File: src/rtl/sp_ram_fifo_pkg.sv
// rtl/sp_ram_fifo_pkg.sv - shared sizing constants for the single-port RAM FIFO
package sp_ram_fifo_pkg;
  localparam int DATA_W  = 4;
  localparam int ADDR_W  = 5;
  localparam int DEPTH   = 32;
  localparam int LEVEL_W = ADDR_W + 1;
endpackage

File: src/rtl/sp_ram_wf.sv
// rtl/sp_ram_wf.sv - 32x4 single-port write-first RAM, registered address, combinational read data
//
// Ports:
//   clk  - clock
//   en   - access enable; latches addr for the read path
//   we   - write enable (qualified by en)
//   addr - word address
//   di   - write data
//   dout - data at the address latched on the last enabled access
//
// Because the read path uses the registered address, a write leaves the new
// word visible on dout in the following cycle (write-first behaviour).
module sp_ram_wf
  import sp_ram_fifo_pkg::*;
(
  input  logic              clk,
  input  logic              en,
  input  logic              we,
  input  logic [ADDR_W-1:0] addr,
  input  logic [DATA_W-1:0] di,
  output logic [DATA_W-1:0] dout
);

  logic [DATA_W-1:0] mem_q [DEPTH];
  logic [ADDR_W-1:0] addr_q;
  logic [ADDR_W-1:0] addr_d;

  always_comb begin
    addr_d = addr_q;
    if (en) begin
      addr_d = addr;
    end
  end

  // No reset: contents persist across controller reset but become unreachable.
  always_ff @(posedge clk) begin
    addr_q <= addr_d;
    if (en && we) begin
      mem_q[addr] <= di;
    end
  end

  assign dout = mem_q[addr_q];

endmodule

File: src/rtl/sp_ram_fifo.sv
// rtl/sp_ram_fifo.sv - FIFO controller owning the single port of a 32x4 RAM
//
// Ports:
//   clk       - clock, all logic on rising edge
//   rst       - synchronous active-high reset
//   in_valid  - producer word available
//   in_data   - producer word
//   in_ready  - word accepted at edge when in_valid && in_ready
//   out_valid - out_data holds the FIFO head
//   out_data  - registered head word
//   out_ready - consumer takes the head at edge when out_valid && out_ready
//   level     - words held: RAM count + read in flight + output register
//
// Each cycle the single RAM port serves either a head prefetch read or a
// producer write, reads first. A read issued in cycle n returns data in
// cycle n+1 (rd_pend) and is captured into the output register at the end
// of that cycle.
module sp_ram_fifo
  import sp_ram_fifo_pkg::*;
(
  input  logic               clk,
  input  logic               rst,
  input  logic               in_valid,
  input  logic [DATA_W-1:0]  in_data,
  output logic               in_ready,
  output logic               out_valid,
  output logic [DATA_W-1:0]  out_data,
  input  logic               out_ready,
  output logic [LEVEL_W-1:0] level
);

  localparam logic [LEVEL_W-1:0] FULL_CNT = LEVEL_W'(DEPTH);

  logic [ADDR_W-1:0]  wr_ptr_q, wr_ptr_d;
  logic [ADDR_W-1:0]  rd_ptr_q, rd_ptr_d;
  logic [LEVEL_W-1:0] ram_cnt_q, ram_cnt_d;
  logic               rd_pend_q, rd_pend_d;
  logic               out_valid_q, out_valid_d;
  logic [DATA_W-1:0]  out_data_q, out_data_d;

  logic               rd_issue;
  logic               wr_acc;
  logic               pop;
  logic               ram_en;
  logic [ADDR_W-1:0]  ram_addr;
  logic [DATA_W-1:0]  ram_dout;

  // Prefetch only when the output stage will be free by the time data lands.
  // While rd_pend is set out_valid is always low, so capture never meets a pop.
  assign rd_issue = !rst && (ram_cnt_q != '0) && !rd_pend_q && (!out_valid_q || out_ready);
  assign in_ready = !rst && !rd_issue && (ram_cnt_q != FULL_CNT);
  assign wr_acc   = in_valid && in_ready;
  assign pop      = out_valid_q && out_ready;

  assign ram_en   = rd_issue || wr_acc;
  assign ram_addr = rd_issue ? rd_ptr_q : wr_ptr_q;

  sp_ram_wf u_ram (
    .clk  (clk),
    .en   (ram_en),
    .we   (wr_acc),
    .addr (ram_addr),
    .di   (in_data),
    .dout (ram_dout)
  );

  always_comb begin
    wr_ptr_d    = wr_ptr_q;
    rd_ptr_d    = rd_ptr_q;
    ram_cnt_d   = ram_cnt_q;
    rd_pend_d   = rd_issue;
    out_valid_d = out_valid_q;
    out_data_d  = out_data_q;

    if (wr_acc) begin
      wr_ptr_d  = wr_ptr_q + ADDR_W'(1);
      ram_cnt_d = ram_cnt_q + LEVEL_W'(1);
    end
    if (rd_issue) begin
      rd_ptr_d  = rd_ptr_q + ADDR_W'(1);
      ram_cnt_d = ram_cnt_q - LEVEL_W'(1);
    end

    if (rd_pend_q) begin
      out_data_d  = ram_dout;
      out_valid_d = 1'b1;
    end else if (pop) begin
      out_valid_d = 1'b0;
    end
  end

  always_ff @(posedge clk) begin
    if (rst) begin
      wr_ptr_q    <= '0;
      rd_ptr_q    <= '0;
      ram_cnt_q   <= '0;
      rd_pend_q   <= 1'b0;
      out_valid_q <= 1'b0;
      out_data_q  <= '0;
    end else begin
      wr_ptr_q    <= wr_ptr_d;
      rd_ptr_q    <= rd_ptr_d;
      ram_cnt_q   <= ram_cnt_d;
      rd_pend_q   <= rd_pend_d;
      out_valid_q <= out_valid_d;
      out_data_q  <= out_data_d;
    end
  end

  assign out_valid = out_valid_q;
  assign out_data  = out_data_q;
  assign level     = ram_cnt_q + LEVEL_W'(rd_pend_q) + LEVEL_W'(out_valid_q);

endmodule
File: config.mk
export PLATFORM = sky130hd
export DESIGN_NAME = sp_ram_fifo
export DESIGN_NICKNAME = d
export VERILOG_FILES = /design/src/rtl/sp_ram_fifo_pkg.sv /design/src/rtl/sp_ram_wf.sv /design/src/rtl/sp_ram_fifo.sv
export SDC_FILE = /design/constraint.sdc
export NUM_CORES = 1
export LEC_CHECK = 0
export BUFFER_PORTS_ARGS = -buffer_cell sky130_fd_sc_hd__buf_2
export CORE_ASPECT_RATIO = 1.5
export CORE_MARGIN = 2
export CORE_UTILIZATION = 31
export CTS_BUF_LIST = sky130_fd_sc_hd__clkbuf_4 sky130_fd_sc_hd__clkbuf_8 sky130_fd_sc_hd__clkbuf_16
export DETAILED_ROUTE_END_ITERATION = 6
export GPL_ROUTABILITY_DRIVEN = 0
export PLACE_DENSITY = 0.52
export RECOVER_POWER = 100
export SLEW_MARGIN = 10
export SYNTH_ARGS = -nofsm -noshare
export SYNTH_HDL_FRONTEND = slang
export SYNTH_HIERARCHICAL = 1
export SYNTH_SLANG_ARGS = --single-unit
File: constraint.sdc
create_clock -name clk -period 4.42 [get_ports clk]
set_input_delay 0.884 -clock clk [delete_from_list [all_inputs] [get_ports clk]]
set_output_delay 0.884 -clock clk [all_outputs]
set_load 0.01 [all_outputs]
* After elaboration in Yosys (flattened, before gate mapping)
Memory sizes are Yosys's and may differ from the RTL's. A register that Yosys moved wholly into a read port is not among the register bits.
Cells that the tools add are included.
** Storage, ports and cells
- Bits in registers :: 23
- Memory bits (writable) :: 128
- Output and inout bits :: 12
- Bits of input ports :: 8
- Logic and storage cells :: 38
- Memories kept :: 1
** Cells by class
- Muxes and demuxes :: 7
- Eq/ne operators :: 1
- Reductions and logical operators :: 17
- $add $sub $neg :: 6
** Memory list
- u_ram.mem_q :: depth 32, bits a word 4, rd ports 1, clocked after Yosys merged registers in 1, write ports 1, line sp_ram_wf.sv:24 : logic [DATA_W-1:0] mem_q [DEPTH];
** Operators with widths (number)
- adder 6 x 1 -> 6 bit :: 2
- 2-to-1 mux 6 bit :: 2
- adder 5 x 1 -> 5 bit (second input constant) :: 2
- logical AND 1 bit :: 8
- adder 6 x 1 -> 6 bit (second input constant) :: 1
- inequality test 6 bit (second input constant) :: 1
- nonzero test 6 bit :: 1
- subtractor 6 x 1 -> 6 bit (second input constant) :: 1
- 2-to-1 mux 5 bit :: 1
- logical NOT 1 bit :: 4
- 2-to-1 mux 1 bit :: 4
- nonzero test 2 bit :: 2
- logical OR 1 bit :: 2

* Logic depth before layout (Yosys ltp)
- Word-level depth :: 12
- Gate-level depth with buffers :: 13
- Depth with buffers taken out :: 10

* Hierarchy
Netlist, hierarchy kept.
** Modules (own cells, without submodules)
- sp_ram_wf :: area each 5378.9 µm², seq. area each 4093.9 µm², cells an instance 248, times used 1
- sp_ram_fifo :: area each 1327.5 µm², seq. area each 440.4 µm², cells an instance 153, times used 1

* Worst setup path after synthesis
Ideal clock, no wire load.
- Path kind :: input -> register
- Start :: input port in_valid
- End :: memory u_ram.mem_q[13][0], enable pin
- Library setup time :: 0.330 ns
- Buffers on the path :: 2
- Path slack :: 1.162 ns
- Data arrival time :: 2.929 ns
- Cell stages on the path :: 7
- Data required time :: 4.090 ns
- Cell sequence :: clkbuf_1 -> inv_1 -> a221oi_2 -> clkbuf_1 -> nor2b_1 -> nand3_1 -> nor2_1
** Between the ends
- Cells in the longest elaborated chain, start to end :: 5
** Ends and longest elaborated chain
- start, declared :: line sp_ram_fifo.sv:23 : input logic in_valid,
- logical AND 1 bit :: line sp_ram_fifo.sv:52 : assign wr_acc = in_valid && in_ready;
- logical OR 1 bit :: line sp_ram_fifo.sv:55 : assign ram_en = rd_issue || wr_acc;
- via ram_en :: line sp_ram_fifo.sv:44 : logic ram_en;
- logical AND 1 bit :: line sp_ram_wf.sv:38 : if (en && we) begin
- 2-to-1 mux 1 bit :: line sp_ram_wf.sv:38
- 2-to-1 mux 1 bit (not written as such) :: line sp_ram_wf.sv:39 : mem_q[addr] <= di;
- end, declared :: line sp_ram_wf.sv:24
The timed path passes the listed nets, and every way through them passes these cells.

* Worst setup path after layout
- Start :: register ram_cnt_q[0]
- End :: memory u_ram.mem_q[6][3], enable pin
** Between the ends
- Elaborated cells on any way between the ends :: 14
- Those cells by class :: eq/ne: 1; mux: 3; reduce/logical: 10
** RTL lines
- start, declared :: line sp_ram_fifo.sv:36 : logic [LEVEL_W-1:0] ram_cnt_q, ram_cnt_d;
- start signal, assigned :: line sp_ram_fifo.sv:103 : ram_cnt_q <= ram_cnt_d;
- nonzero test 6 bit :: line sp_ram_fifo.sv:50 : assign rd_issue = !rst && (ram_cnt_q != '0) && !rd_pend_q && (!out_valid_q || out_ready);
- logical AND 1 bit (3 in a row) :: line sp_ram_fifo.sv:50
- 2-to-1 mux 5 bit :: line sp_ram_fifo.sv:56 : assign ram_addr = rd_issue ? rd_ptr_q : wr_ptr_q;
- via ram_addr[2] :: line sp_ram_fifo.sv:45 : logic [ADDR_W-1:0] ram_addr;
The timed path passes the listed nets, and every way through them passes these cells.

==> metrics.md <==
| Metric | Value |
|---|---|
| FP Rows | 65 |
| Required time worst endpoint | roughly 4.5 ns |
| Cell Area, Synth | 6710 um2 |
| R2R Path Start | ram_cnt_q[0] |
| Ys flop type | edfxtp_1 |
| EDFF count, synth | 133 |
| Post-CTS Setup Inserts | 0 |
| Area Overhead vs Synth | 13.2% |
| Max_cap viols | 2 |
| Clock Power Share | 31.3% |
| RSZ-0062 raised after global routing | false |
| Top-level I/O count | 20 |
| Final net count | 441 |
| HP Class | flip-flop to flip-flop |
| ANT cells | 0 |
| Fin util | 35.9% |
| Max IR drop VDD | ~0.00035 V |
| Worst skew pair latency | 0.42 ns |
| Worst Skew | 0.00893 ns |
| CTS Buf Count | 17 |
| CP arrival | 3.67 ns |
| Syn_area_per_cell | 16.7 um2 |
| Comb pwr share | 26.5% |
| Largest net degree at the start of global routing | 33 |
| Hold-fix buffers, CTS | 0 |
| Longest Clk Path Bufs | 2 |
| # setup viols final | 0 |
| Via Count | ~3.4k |
| Fill cell count | 2025 |
| Die Span X | 124 um |
| HP Start | rd_ptr_q[4] |
| Worst-Margin Slew | 1.51 ns |
| Die area | ~23000 um2 |
| Seq/Total Area, Yosys | 67.6% |
| Clock transition at path regs | about 0.06 ns |
| Power, Total | approximately 4500 uW |
| Clock root buffer | clkbuf_16 |
| Remaining DRCs | 0 |
| Clock sinks | 160 |
| WS Path Type | flip-flop to flip-flop |
| Status | finished with violations |
| R2R cell count | 7 |
| First-pass GRT wire length | 21700 um |
| Post-cts sizing count | 0 |
| Initial antenna violation count | 0 |
| Slew Limit Fails | 65 |
| Core area | 21100 um2 |
| Hold Path Depth | 1 |
| Routed Antenna Nets | 0 |
| Final period util | 81.3% |
| Pwr/cell area | 597 nW/um2 |
| Seq pwr share | 42.2% |
| Peak fanout along the critical path | 10 |
| Input/output buffers | 19 |
| Lkg Pwr | 0.00243 uW |
| P_int | around 3200 uW |
| Post-DP HPWL | between 9000 and 10000 um |
| Share of cells above drive strength 1 | 20.6% |
| Sw Ratio | between 20% and 30% |
| Tmin final | about 3.6 ns |
| Crit. Startpoint | ram_cnt_q[0] |
| Grt ovf | 0 |
| FF+latch count, synth | 160 |
| Relative slew slack | -0.781% |
| Cell area after layout | 7590 um2 |
| Crit. End Element | flip-flop |
| Syn Inst Count | ~400 |
| Drt initial violations | approximately 240 |
| TritonCTS clock tree | yes |
| Nature of the critical path startpoint | flip-flop |
| Asr flop ratio synth | 0% |
| Final Hold Viols | 0 |
| Synth warnings | 6 |
| H-Tree Level Count | 4 |
| Height of the chip | 184 um |
| GRT Util Overall | a little over an eighth |
| Post-Syn Nets | 418 |
| Synth unique cells | 44 |
| Vias/cell | 4.86 |
| Violated checks | capacitance limit, slew limit |
| Final wirelength | 14000 um |
| Vias in the first global route | 3734 |
| Net Sw Power | 1310 uW |
| Routed length per instance | 19.8 um |
| Area after DPL | ~7000 um2 |
| F_max | 0.278 GHz |
| Initial core utilization | 31.7% |
| Setup_tns | 0 ns |
| Detailed-router iteration count before antenna repair | 4 |
-- per-stage QoR --
step / std cells / worst slack, ns / hold slack, ns
after global routing: 705 / 0.506 / 0.491
final: 705 / 0.825 / 0.468
after CTS: 705 / 0.624 / 0.469
after detailed placement: 673 / 0.419 / 0.459
after floorplan: 401 / 1.16 / 0.435
after global placement: 673 / 0.449 / 0.457
-- kinds of logic (layout without fill, tap and decap cells) --
logic type | after synthesis | in the layout | synth area share [%]
AOI/OAI and AO/OA | 22 | 22 | 2.33
DFF | 160 | 160 | 67.6
and+or+nand+nor | 108 | 108 | 7.99
xor gates and xnor gates | 11 | 11 | 1.44
muxes | 58 | 58 | 16.4
adders and majority gates | 9 | 9 | 1.90
buffers and inverters | 33 | 69 | 2.37
-- critical path, stage by stage (launching register included) --
cell	delay, ns
dfxtp_1	0.36
or4_1	0.66
nor3_1	0.31
or3_1	0.32
inv_1	0.09
o21ai_1	0.64
or3b_2	0.56
nor2_1	0.31
-- flip-flops by register name, summed over array words and instances (netlist names), named ones only --
register      count
u_ram/mem_q     128
wr_ptr_q          5
ram_cnt_q         6
out_data          4
rd_ptr_q          5
out_valid         1
rd_pend_q         1
u_ram/addr_q      5
-- cell type report --
| cell class | instances | area [um2] | share of cell area (%) |
|---|---|---|---|
| Sequential cell | 160 | 4530 | 59.7 |
| Multi-Input combinational cell | 208 | 1990 | 26.2 |
| Clock buffer | 24 | 484 | 6.38 |
| Tap cell | 268 | 335 | 4.42 |
| Timing Repair Buffer | 25 | 111 | 1.47 |
| Clock inverter | 8 | 91.3 | 1.20 |
| Inverter | 12 | 45.0 | 0.593 |
-- layer usage --
layer / vias to the layer above / share of wire, % / track usage [%]
met2: 73 / 55 / 23.7
li1: 1596 / - / -
met1: 1747 / 40 / 15.0
met4: 0 / 1.3 / 4.67
met5: - / 0 / 0
met3: 11 / 4.0 / 3.37
-- power groups by stage --
stage / Sequential, uW / Combinational [uW] / Clock (uW)
CTS: 1920 / 1260 / 1450
global route: 1940 / 1300 / 1500
finish: 1910 / 1200 / 1420
detailed placement: 1950 / 1250 / 0
floorplan: 1840 / 1040 / 0
global placement: 1950 / 1240 / 0
-- worst paths after layout --
kind	to	slack (ns)
min	rd_ptr_q[4]	0.47
min reg2reg	rd_ptr_q[4]	0.47
max	u_ram/mem_q[6][3]	0.83
max reg2reg	u_ram/mem_q[6][3]	0.83
-- synthesized netlist by cell type (2+ instances only) --
cell type / instances / area share [%]
a211oi_1: 2 / 0.22
a21oi_1: 5 / 0.37
buf_1: 4 / 0.22
buf_6: 4 / 0.67
clkbuf_1: 11 / 0.62
dfxtp_1: 27 / 8.1
edfxtp_1: 133 / 60
fa_1: 2 / 0.60
ha_1: 7 / 1.3
inv_1: 12 / 0.67
mux2_2: 9 / 1.5
mux2i_1: 8 / 1.2
mux4_2: 40 / 13
nand2_1: 17 / 0.95
nand2b_1: 5 / 0.47
nand3_1: 8 / 0.60
nand3b_1: 4 / 0.45
nand4_1: 4 / 0.37
nor2_1: 48 / 2.7
nor2b_1: 5 / 0.47
nor3_1: 5 / 0.37
nor3_2: 2 / 0.30
o21a_1: 2 / 0.22
o21ai_0: 6 / 0.45
or3_1: 3 / 0.28
xnor2_1: 9 / 1.2
xor2_1: 2 / 0.26
-- layout by cell type (no fill, tap or decap), drive strengths merged, types with 2 or more instances in the layout --
| cell | Yosys | final |
|---|---|---|
| o21ai | 7 | 7 |
| mux4 | 40 | 40 |
| mux2 | 10 | 10 |
| a211oi | 2 | 2 |
| clkbuf | 11 | 43 |
| a21oi | 5 | 5 |
| nor2 | 48 | 48 |
| xnor2 | 9 | 9 |
| nor3 | 8 | 8 |
| inv | 12 | 12 |
| nand2 | 17 | 17 |
| fa | 2 | 2 |
| edfxtp | 133 | 133 |
| clkinv | 0 | 5 |
| bufinv | 0 | 2 |
| or3 | 3 | 3 |
| nand4 | 4 | 4 |
| nand3 | 8 | 8 |
| xor2 | 2 | 2 |
| nand2b | 5 | 5 |
| o21a | 2 | 2 |
| buf | 10 | 6 |
| nor2b | 5 | 5 |
| ha | 7 | 7 |
| nor4 | 2 | 2 |
| nand3b | 4 | 4 |
| dfxtp | 27 | 27 |
| mux2i | 8 | 8 |
Power figures use the tool's default switching activity.
